[src/rtl/pipe_hazard_ctrl.sv]
// Hazard and sequencing controller for a 5-stage pipeline: tracks EX/MEM/WB
// destination metadata and derives stall, flush, bubble and forwarding controls.
module pipe_hazard_ctrl #(
    parameter int REG_W = 5,
    parameter int CNT_W = 16
) (
    input  logic             clk,
    input  logic             rst,
    input  logic             ext_stall,
    input  logic             id_valid,
    input  logic [REG_W-1:0] id_rs,
    input  logic [REG_W-1:0] id_rt,
    input  logic             id_use_rs,
    input  logic             id_use_rt,
    input  logic [REG_W-1:0] id_rd,
    input  logic             id_we,
    input  logic             id_load,
    input  logic             ex_branch_taken,
    output logic             pc_en,
    output logic             ifid_en,
    output logic             ifid_flush,
    output logic             idex_bubble,
    output logic [1:0]       fwd_a,
    output logic [1:0]       fwd_b,
    output logic [CNT_W-1:0] stall_cnt,
    output logic [CNT_W-1:0] flush_cnt
);

    localparam logic [REG_W-1:0] REG_ZERO = {REG_W{1'b0}};
    localparam logic [CNT_W-1:0] CNT_ONE  = {{(CNT_W-1){1'b0}}, 1'b1};

    // Operand source select: MEM result beats WB result; register 0 never forwards.
    function automatic logic [1:0] fwd_sel(
        input logic             src_en,
        input logic [REG_W-1:0] src,
        input logic             m_v,
        input logic             m_we,
        input logic [REG_W-1:0] m_rd,
        input logic             w_v,
        input logic             w_we,
        input logic [REG_W-1:0] w_rd
    );
        logic [1:0] sel;
        if (!src_en) begin
            sel = 2'b00;
        end else if (m_v && m_we && (m_rd != REG_ZERO) && (m_rd == src)) begin
            sel = 2'b01;
        end else if (w_v && w_we && (w_rd != REG_ZERO) && (w_rd == src)) begin
            sel = 2'b10;
        end else begin
            sel = 2'b00;
        end
        return sel;
    endfunction

    // Saturating increment for the performance counters.
    function automatic logic [CNT_W-1:0] sat_inc(input logic [CNT_W-1:0] cnt);
        logic [CNT_W-1:0] nxt;
        if (&cnt) begin
            nxt = cnt;
        end else begin
            nxt = cnt + CNT_ONE;
        end
        return nxt;
    endfunction

    logic             ex_v_q, ex_v_d;
    logic [REG_W-1:0] ex_rs_q, ex_rs_d;
    logic [REG_W-1:0] ex_rt_q, ex_rt_d;
    logic             ex_use_rs_q, ex_use_rs_d;
    logic             ex_use_rt_q, ex_use_rt_d;
    logic [REG_W-1:0] ex_rd_q, ex_rd_d;
    logic             ex_we_q, ex_we_d;
    logic             ex_load_q, ex_load_d;
    logic             mem_v_q, mem_v_d;
    logic [REG_W-1:0] mem_rd_q, mem_rd_d;
    logic             mem_we_q, mem_we_d;
    logic             mem_load_q, mem_load_d;
    logic             wb_v_q, wb_v_d;
    logic [REG_W-1:0] wb_rd_q, wb_rd_d;
    logic             wb_we_q, wb_we_d;
    logic             wb_load_q, wb_load_d;
    logic [CNT_W-1:0] stall_cnt_q, stall_cnt_d;
    logic [CNT_W-1:0] flush_cnt_q, flush_cnt_d;

    logic             lu_hit_s;
    logic             pc_en_s;
    logic             ifid_en_s;
    logic             ifid_flush_s;
    logic             idex_bubble_s;
    logic [1:0]       fwd_a_s;
    logic [1:0]       fwd_b_s;
    logic             unused_load_s;

    // The load flag is carried through MEM/WB for completeness but not consumed here.
    assign unused_load_s = mem_load_q ^ wb_load_q;

    // Load-use detection against the instruction currently in EX.
    always_comb begin
        lu_hit_s = 1'b0;
        if (ex_v_q && ex_load_q && ex_we_q && (ex_rd_q != REG_ZERO) && id_valid) begin
            lu_hit_s = (id_use_rs && (id_rs == ex_rd_q)) ||
                       (id_use_rt && (id_rt == ex_rd_q));
        end else begin
            lu_hit_s = 1'b0;
        end
    end

    // Prioritised pipeline control: reset, freeze, branch, load-use, normal.
    always_comb begin
        pc_en_s       = 1'b1;
        ifid_en_s     = 1'b1;
        ifid_flush_s  = 1'b0;
        idex_bubble_s = 1'b0;
        if (rst) begin
            pc_en_s       = 1'b0;
            ifid_en_s     = 1'b0;
            ifid_flush_s  = 1'b1;
            idex_bubble_s = 1'b1;
        end else if (ext_stall) begin
            pc_en_s       = 1'b0;
            ifid_en_s     = 1'b0;
            ifid_flush_s  = 1'b0;
            idex_bubble_s = 1'b0;
        end else if (ex_branch_taken) begin
            // The ID instruction is squashed, so a concurrent load-use is moot.
            pc_en_s       = 1'b1;
            ifid_en_s     = 1'b1;
            ifid_flush_s  = 1'b1;
            idex_bubble_s = 1'b1;
        end else if (lu_hit_s) begin
            pc_en_s       = 1'b0;
            ifid_en_s     = 1'b0;
            ifid_flush_s  = 1'b0;
            idex_bubble_s = 1'b1;
        end else begin
            pc_en_s       = 1'b1;
            ifid_en_s     = 1'b1;
            ifid_flush_s  = 1'b0;
            idex_bubble_s = 1'b0;
        end
    end

    // Forwarding selects follow the held shadows, including while frozen.
    always_comb begin
        fwd_a_s = 2'b00;
        fwd_b_s = 2'b00;
        if (rst) begin
            fwd_a_s = 2'b00;
            fwd_b_s = 2'b00;
        end else begin
            fwd_a_s = fwd_sel(ex_v_q && ex_use_rs_q, ex_rs_q,
                              mem_v_q, mem_we_q, mem_rd_q, wb_v_q, wb_we_q, wb_rd_q);
            fwd_b_s = fwd_sel(ex_v_q && ex_use_rt_q, ex_rt_q,
                              mem_v_q, mem_we_q, mem_rd_q, wb_v_q, wb_we_q, wb_rd_q);
        end
    end

    // Next shadow and counter state: advance one stage unless frozen.
    always_comb begin
        ex_v_d      = ex_v_q;
        ex_rs_d     = ex_rs_q;
        ex_rt_d     = ex_rt_q;
        ex_use_rs_d = ex_use_rs_q;
        ex_use_rt_d = ex_use_rt_q;
        ex_rd_d     = ex_rd_q;
        ex_we_d     = ex_we_q;
        ex_load_d   = ex_load_q;
        mem_v_d     = mem_v_q;
        mem_rd_d    = mem_rd_q;
        mem_we_d    = mem_we_q;
        mem_load_d  = mem_load_q;
        wb_v_d      = wb_v_q;
        wb_rd_d     = wb_rd_q;
        wb_we_d     = wb_we_q;
        wb_load_d   = wb_load_q;
        stall_cnt_d = stall_cnt_q;
        flush_cnt_d = flush_cnt_q;
        if (!ext_stall) begin
            wb_v_d      = mem_v_q;
            wb_rd_d     = mem_rd_q;
            wb_we_d     = mem_we_q;
            wb_load_d   = mem_load_q;
            mem_v_d     = ex_v_q;
            mem_rd_d    = ex_rd_q;
            mem_we_d    = ex_we_q;
            mem_load_d  = ex_load_q;
            ex_v_d      = id_valid && !idex_bubble_s;
            ex_rs_d     = id_rs;
            ex_rt_d     = id_rt;
            ex_use_rs_d = id_use_rs;
            ex_use_rt_d = id_use_rt;
            ex_rd_d     = id_rd;
            ex_we_d     = id_we;
            ex_load_d   = id_load;
            if (ex_branch_taken) begin
                flush_cnt_d = sat_inc(flush_cnt_q);
                stall_cnt_d = stall_cnt_q;
            end else if (lu_hit_s) begin
                flush_cnt_d = flush_cnt_q;
                stall_cnt_d = sat_inc(stall_cnt_q);
            end else begin
                flush_cnt_d = flush_cnt_q;
                stall_cnt_d = stall_cnt_q;
            end
        end else begin
            stall_cnt_d = stall_cnt_q;
            flush_cnt_d = flush_cnt_q;
        end
    end

    // State registers with synchronous reset that drops every in-flight entry.
    always_ff @(posedge clk) begin
        if (rst) begin
            ex_v_q      <= 1'b0;
            ex_rs_q     <= REG_ZERO;
            ex_rt_q     <= REG_ZERO;
            ex_use_rs_q <= 1'b0;
            ex_use_rt_q <= 1'b0;
            ex_rd_q     <= REG_ZERO;
            ex_we_q     <= 1'b0;
            ex_load_q   <= 1'b0;
            mem_v_q     <= 1'b0;
            mem_rd_q    <= REG_ZERO;
            mem_we_q    <= 1'b0;
            mem_load_q  <= 1'b0;
            wb_v_q      <= 1'b0;
            wb_rd_q     <= REG_ZERO;
            wb_we_q     <= 1'b0;
            wb_load_q   <= 1'b0;
            stall_cnt_q <= {CNT_W{1'b0}};
            flush_cnt_q <= {CNT_W{1'b0}};
        end else begin
            ex_v_q      <= ex_v_d;
            ex_rs_q     <= ex_rs_d;
            ex_rt_q     <= ex_rt_d;
            ex_use_rs_q <= ex_use_rs_d;
            ex_use_rt_q <= ex_use_rt_d;
            ex_rd_q     <= ex_rd_d;
            ex_we_q     <= ex_we_d;
            ex_load_q   <= ex_load_d;
            mem_v_q     <= mem_v_d;
            mem_rd_q    <= mem_rd_d;
            mem_we_q    <= mem_we_d;
            mem_load_q  <= mem_load_d;
            wb_v_q      <= wb_v_d;
            wb_rd_q     <= wb_rd_d;
            wb_we_q     <= wb_we_d;
            wb_load_q   <= wb_load_d;
            stall_cnt_q <= stall_cnt_d;
            flush_cnt_q <= flush_cnt_d;
        end
    end

    assign pc_en       = pc_en_s;
    assign ifid_en     = ifid_en_s;
    assign ifid_flush  = ifid_flush_s;
    assign idex_bubble = idex_bubble_s;
    assign fwd_a       = fwd_a_s;
    assign fwd_b       = fwd_b_s;
    assign stall_cnt   = stall_cnt_q;
    assign flush_cnt   = flush_cnt_q;

endmodule

[config.mk]
export PLATFORM = sky130hd
export DESIGN_NAME = pipe_hazard_ctrl
export DESIGN_NICKNAME = d
export VERILOG_FILES = /design/src/rtl/pipe_hazard_ctrl.sv
export SDC_FILE = /design/constraint.sdc
export NUM_CORES = 1
export LEC_CHECK = 0
export BUFFER_PORTS_ARGS = -buffer_cell sky130_fd_sc_hd__buf_2
export CORE_ASPECT_RATIO = 0.9
export CORE_MARGIN = 2
export CORE_UTILIZATION = 45
export DETAILED_ROUTE_END_ITERATION = 8
export HOLD_SLACK_MARGIN = 0.15
export PLACE_DENSITY = 0.7
export SLEW_MARGIN = 40
export SYNTH_ARGS = -nofsm -noshare
export SYNTH_HDL_FRONTEND = slang
export SYNTH_SLANG_ARGS = --single-unit
[constraint.sdc]
create_clock -name clk -period 2.45 [get_ports clk]
set_input_delay 0.1225 -clock clk [delete_from_list [all_inputs] [get_ports clk]]
set_output_delay 0.1225 -clock clk [all_outputs]
set_load 0.02 [all_outputs]
==> out/qor.csv, run 1 <==
stage,metric,value,unit
outcome,outcome,"finished, final reports clean",
die,start_util,46.7,%
job,max-cap-violations,0,
critical_path,path_max_fanout,5,
die,ioPinCount,64,
critical_path,cp_cell_sequence,"or4_1, o211ai_1, o2111a_1, buf_2",
power,p_leak,1.73,nW
global_route,grt_pass1_vias,2846,
critical_path,crit_required,2.33,ns
synthesis,yosysSeqAreaShare,40.0,%
timing,maxSlewViolCount,0,
drt,highest_layer,met4,
final_layout,design_area,4110,um^2
clock_network,cts_sinks,66,
timing,setup-tns-final,0,ns
synthesis,synth_area_leaders,"dfxtp_1 (40%), mux2i_1 (10%), xor2_1 (7.2%), nor2_1 (7.0%), xnor2_1 (4.5%)",
timing,min_period_over_period,88.8,%
power,ir_drop,0.361,mV
drt,dr_wl_met2,3940,um
timing,setup_violations,0,
synthesis,synthTopCellsByCount,"dfxtp_1 (66), nor2_1 (62), mux2i_1 (34), xor2_1 (27), xnor2_1 (17)",
timing,rsz0062_at_grt,false,
drt,drtAntennaViolNets,0,
critical_path,max_stage_delay,0.56,ns
critical_path,arrival,2.05,ns
critical_path,critPathBufInv,1,
placed_design,routabilityCongestion,0.902,
critical_path,crit_slowest_cell,or4_1,
drt,vias_per_cell,5.46,
timing,layout_setup_ws,0.275,ns
placed_design,placed_area,3720,um^2
critical_path,crit_path_end_kind,primary output,
final_layout,areaGrowthSynthToFinish,24.3,%
placed_design,port_buffers,63,
drt,met1Wirelength,3770,um
synthesis,synthFlopType,dfxtp_1,
clock_network,cts_buffer_depth,2,
global_route,grt_overflow,0,
drt,finalWirelength,8180,um
timing,fmax,0.460,GHz
synthesis,synth_enable_flop_cells,0,
clock_network,cts_max_level,3,
synthesis,synth_area_leader_cell,dfxtp_1,
timing,finalClockSkew,0.00397,ns
synthesis,synth_nets,399,
final_layout,post-route-util,58.1,%
critical_path,critPathTopFamily,compound AO/OA/AOI/OAI gates,
synthesis,synth.avg_cell_area,8.87,um^2
critical_path,criticalPathCategory,reg2out,
synthesis,ys_ff_latch,66,
final_layout,drive_above_1_share,20.2,%
placed_design,place_inst,519,
drt,drt_first_pass_iters,4,
timing,holdWs,0.217,ns
power,finalPower,2.29,mW
drt,dr_total_vias,3020,
synthesis,netlist_area,3310,um^2
global_route,grt_max_degree,48,
final_layout,multiInputGateArea,1900,um^2
final_layout,nFillCells,646,
final_layout,final_cells,553,
die,die-area,8050,um^2
clock_network,cts_buffers,9,
synthesis,synth_cell_type_count,46,
global_route,antenna_found_initial,0,
clock_network,path_clk_slew,0.06,ns
clock_network,clock_latency,0.34,ns
clock_network,clockRootBuffer,clkbuf_8,
critical_path,start_kind,flip-flop,
synthesis,synthCells,373,
synthesis,synth_top_cell_area_share,40.0,%
final_layout,seqCellArea,1320,um^2
die,num_rows,29,
drt,wire_per_inst,14.8,um
clock_network,post_cts_buffers,0,
timing,max_slew_margin,60.7,%
drt,drc,0,
timing,tightest_slew,0.585,ns
die,core,7080,um^2
global_route,grt_pass1_wl,13400,um
drt,met3_length,355,um
timing,finalHoldViolations,0,
clock_network,cts_tree,built,
final_layout,nets,482,
drt,drtIter0Drc,171,
synthesis,ys_warn_count,0,
synthesis,synthArstFlopShare,0,%
timing,layout_min_cycle_time,2.17,ns
worst_hold_path,min_path_type,in2reg,
synthesis,synth_most_common_cell,dfxtp_1,
die,dieWidth,94.4,um
die,die_y,85.3,um
final_layout,antennaDiodeCount,0,
clock_network,cts_resized,0,
power,powerDensity,556,nW/um^2
placed_design,dpl.hpwl,5670,um
global_route,track_usage,20.8,%
placed_design,post-place-ws,0.432,ns
path summary, 6_finish.rpt:
kind                                 endpoint  slack (ns)           from  cells past startpoint
worst max register to register  stall_cnt[15]        0.41     ex_rd_q[3]                      6
worst min register to register  stall_cnt[13]        0.50  stall_cnt[13]                      2
worst min-delay path            flush_cnt[10]        0.22            rst                      2
worst max-delay path                 fwd_a[1]        0.28    mem_rd_q[2]                      4
registers in the layout (all words and copies together), names as in the netlist:
register	flops
mem_rd_q	5
ex_load_q	1
ex_rs_q	5
wb_we_q	1
ex_use_rs_q	1
ex_rt_q	5
ex_we_q	1
mem_v_q	1
stall_cnt	16
ex_rd_q	5
flush_cnt	16
ex_use_rt_q	1
ex_v_q	1
wb_rd_q	5
wb_v_q	1
mem_we_q	1
cells in the final DEF (no fill, tap or decap), drive strengths merged, types with 2 or more instances in the layout:
master | netlist | layout
mux2 | 3 | 3
o2111ai | 3 | 3
a211oi | 4 | 4
nand2b | 3 | 3
ha | 2 | 2
and2 | 2 | 2
and4 | 3 | 3
and3 | 2 | 2
o31ai | 8 | 8
xor2 | 27 | 27
or4 | 9 | 9
o211ai | 4 | 4
dfxtp | 66 | 66
o21ai | 7 | 7
nand4 | 11 | 11
nor2b | 6 | 6
clkbuf | 9 | 13
a21oi | 16 | 16
nand3 | 15 | 15
dlygate4sd3 | 0 | 19
or3 | 6 | 6
nor2 | 62 | 62
inv | 4 | 4
nand4b | 2 | 2
mux2i | 34 | 34
nand2 | 11 | 11
or2 | 3 | 3
nor3 | 13 | 13
nor4 | 4 | 4
buf | 8 | 70
xnor2 | 17 | 17
worst reg2reg max path, cell delays in order (launching register included):
cell and delay (ns):
dfxtp_1 0.36, xor2_1 0.18, nor4_1 0.30, a32oi_1 0.21, buf_4 0.24, or4_1 0.52
a21oi_1 0.16
per-layer routing:
layer | vias to the layer above | global-route usage (%)
li1 | 1499 | -
met1 | 1431 | 27.1
met3 | 12 | 5.95
met4 | 0 | 6.19
met2 | 78 | 33.7
met5 | - | 0
cells by family after synthesis:
family                     after synthesis  share of synthesized area, %
adders and majority gates                2                         0.757
xor gates and xnor gates                44                          11.7
DFF                                     66                          40.0
buffers and inverters                   21                          2.69
AOI/OAI and AO/OA                       49                          10.2
and+or+nand+nor                        154                          23.5
muxes                                   37                          11.3
power breakdown:
part           switching, mW  total, mW  leakage (nW)  internal, mW
sequential            0.0352       1.14         0.536          1.10
clock                  0.389      0.936         0.106         0.547
combinational          0.112      0.216          1.09         0.105
repair_timing:
item                       4_1_cts  5_1_grt
hold buffers                    19        0
setup endpoints to repair        0        0
hold endpoints to repair        19        0
final cells by class:
class                           instances  share of cell area, %
Inverter                                4                  0.365
Clock inverter                          2                  0.852
Multi-Input combinational cell        286                   46.1
Sequential cell                        66                   32.1
Clock buffer                           13                   4.11
Tap cell                               93                   2.83
Timing Repair Buffer                   89                   13.6
(Power assumes the default switching activity.)
==> inputs of run 2 (changes only) <==
--- a/config.mk
+++ b/config.mk
@@ -11,7 +11,7 @@
 export CORE_UTILIZATION = 45
 export DETAILED_ROUTE_END_ITERATION = 8
 export HOLD_SLACK_MARGIN = 0.15
-export PLACE_DENSITY = 0.7
+export PLACE_DENSITY = 0.73
 export SLEW_MARGIN = 40
 export SYNTH_ARGS = -nofsm -noshare
 export SYNTH_HDL_FRONTEND = slang
==> constraint.sdc (replaced) <==
create_clock -name clk -period 1.86 [get_ports clk]
set_input_delay 0.093 -clock clk [delete_from_list [all_inputs] [get_ports clk]]
set_output_delay 0.093 -clock clk [all_outputs]
set_load 0.02 [all_outputs]
==> run 2 against run 1 <==
  * The run now ends with negative setup slack left
  * Combinational power grew 66%
  * Clock power is 22% higher
  * Core utilization is 7.9 points higher
  * Sequential share of layout area fell by 3.3 points
  * Register-to-register slack worse by 0.64 ns
  * Via count grew 13%
  * Clock skew rose by 0.0070 ns
  * Critical path depth is 3 higher
  * Critical endpoint is now pc_en
==> out/qor.csv, run 2 (same netlist as run 1, synthesis figures left out) <==
stage,metric,value,unit,change
global_route,grt_max_degree,40,,-17%
critical_path,start_kind,flip-flop,,
die,ioPinCount,64,,unchanged
drt,drtAntennaViolNets,0,,unchanged
drt,finalWirelength,10100,um,+24%
timing,setup-tns-final,-3.05,ns,-3.05 ns
clock_network,path_clk_slew,0.07,ns,about the same
clock_network,cts_max_level,3,,unchanged
final_layout,seqCellArea,1350,um^2,+2.1%
outcome,violations,negative setup slack,,
clock_network,clockRootBuffer,clkbuf_8,,
final_layout,design_area,4670,um^2,+14%
placed_design,placed_area,3980,um^2,+6.9%
placed_design,port_buffers,63,,unchanged
global_route,grt_pass1_vias,3328,,+17%
power,finalPower,2.99,mW,+31%
critical_path,arrival,2.02,ns,-0.03 ns
final_layout,final_common_cell,nor2_1,,
power,powerDensity,639,nW/um^2,+15%
job,max-cap-violations,0,,unchanged
power,p_leak,2.01,nW,+16%
drt,drt_first_pass_iters,5,,+1
timing,setup_violations,22,,+22
drt,drtIter0Drc,225,,+32%
timing,fmax,0.473,GHz,
clock_network,cts_tree,built,,
critical_path,crit_required,1.77,ns,-0.56 ns
placed_design,place_inst,551,,+6.2%
placed_design,routabilityCongestion,0.904,,+0.18%
global_route,grt_pass1_wl,15700,um,+18%
die,die-area,8050,um^2,unchanged
final_layout,final_cell_mix,"nor2_1 (61), buf_2 (56), buf_4 (53)",,
die,die_y,85.3,um,unchanged
power,ir_drop,0.408,mV,+13%
drt,dr_total_vias,3421,,+13%
clock_network,cts_buffer_depth,2,,unchanged
clock_network,clock_latency,0.35,ns,about the same
timing,min_period_over_period,114,%,
timing,max_slew_margin,61.0,%,+0.28 points
final_layout,areaGrowthSynthToFinish,41.3,%,
timing,finalClockSkew,0.0110,ns,+0.00698 ns
timing,layout_min_cycle_time,2.11,ns,
die,num_rows,29,,unchanged
worst_hold_path,min_path_type,in2reg,,
global_route,antenna_found_initial,0,,unchanged
die,start_util,46.7,%,unchanged
clock_network,cts_sinks,66,,unchanged
global_route,track_usage,25.0,%,+4.1 points
timing,layout_setup_ws,-0.254,ns,-0.529 ns
drt,drc,0,,unchanged
die,core,7080,um^2,unchanged
die,dieWidth,94.4,um,unchanged
critical_path,crit_path_end_kind,primary output,,
critical_path,criticalPathCategory,reg2out,,
drt,vias_per_cell,5.72,,+4.8%
timing,rsz0062_at_grt,true,,
clock_network,cts_buffers,9,,unchanged
global_route,grt_overflow,0,,unchanged
final_layout,final_cells,598,,+8.1%
final_layout,nFillCells,528,,-18%
final_layout,nets,526,,+9.1%
placed_design,dpl.hpwl,6180,um,+8.9%
timing,tightest_slew,0.585,ns,+0.000225 ns
outcome,outcome,finished with violations,,
timing,finalHoldViolations,0,,unchanged
timing,maxSlewViolCount,0,,unchanged
final_layout,antennaDiodeCount,0,,unchanged
placed_design,post-place-ws,-0.121,ns,-0.553 ns
drt,wire_per_inst,16.9,um,+14%
final_layout,multiInputGateArea,2070,um^2,+9.3%
final_layout,drive_above_1_share,36.0,%,+16 points
critical_path,path_max_fanout,4,,-1
## run 2: changes by cell type in the layout (fill, tap and decap cells not counted), moves of 4 or more
| cell | delta |
|---|---|
| or4_4 | +5 |
| dfxtp_4 | +4 |
| dfxtp_1 | -14 |
| a21oi_2 | +7 |
| or4_1 | -5 |
| buf_4 | +46 |
| buf_2 | -7 |
| nor3_2 | +5 |
| nor3_1 | -6 |
| a21oi_1 | -7 |
| dfxtp_2 | +10 |
## run 2: power breakdown
| group | switching, mW | total [mW] | leakage (nW) | internal (mW) |
|---|---|---|---|---|
| Clock | 0.551 | 1.14 | 0.0965 | 0.590 |
| Combinational | 0.189 | 0.358 | 1.37 | 0.168 |
| Sequential | 0.0409 | 1.49 | 0.544 | 1.45 |
| Total | 0.782 | 2.99 | 2.01 | 2.21 |
## run 2: repair_timing
action                     CTS  global route
setup buffers                9             2
gates resized for setup     39            24
gates cloned                 1             0
pin swaps                   21            10
hold endpoints to repair    20             0
setup endpoints to repair   19            24
hold buffers                20             0
## run 2: worst paths after layout
kind / from / to / slack (ns) / cells past startpoint
max reg2reg: ex_rd_q[1] / stall_cnt[4] / -0.23 / 7
min reg2reg: wb_we_q / wb_we_q / 0.53 / 2
min: id_valid / ex_v_q / 0.23 / 3
max: ex_rd_q[1] / pc_en / -0.25 / 7
## run 2: per-stage QoR
step / util (%) / hold slack (ns)
2_1_floorplan: - / 0.237
3_3_place_gp: 56.2 / 0.326
3_5_place_dp: 56.2 / 0.337
4_1_cts: 64.8 / 0.178
5_1_grt: 66.0 / 0.266
6_report: 66.0 / 0.225
## run 2: per-layer routing
| layer | share of wire [%] | global-route usage, % |
|---|---|---|
| met5 | 0 | 0 |
| met4 | 2.8 | 11.2 |
| met3 | 6.1 | 7.02 |
| met2 | 50 | 41.9 |
| met1 | 41 | 29.6 |
## run 2: cell type report
type | instances | area share, %
Multi-Input combinational cell | 286 | 44.4
Tap cell | 93 | 2.49
Inverter | 4 | 0.321
Timing Repair Buffer | 133 | 20.1
Sequential cell | 66 | 28.9
Clock buffer | 14 | 3.69
Clock inverter | 2 | 0.214
## run 2: critical path, stage by stage, from the launching register on
cell,delay [ns]
dfxtp_4,0.36
xor2_2,0.15
nor4_2,0.30
a32oi_2,0.19
clkbuf_16,0.18
nand2b_4,0.14
o21a_1,0.20
buf_6,0.14
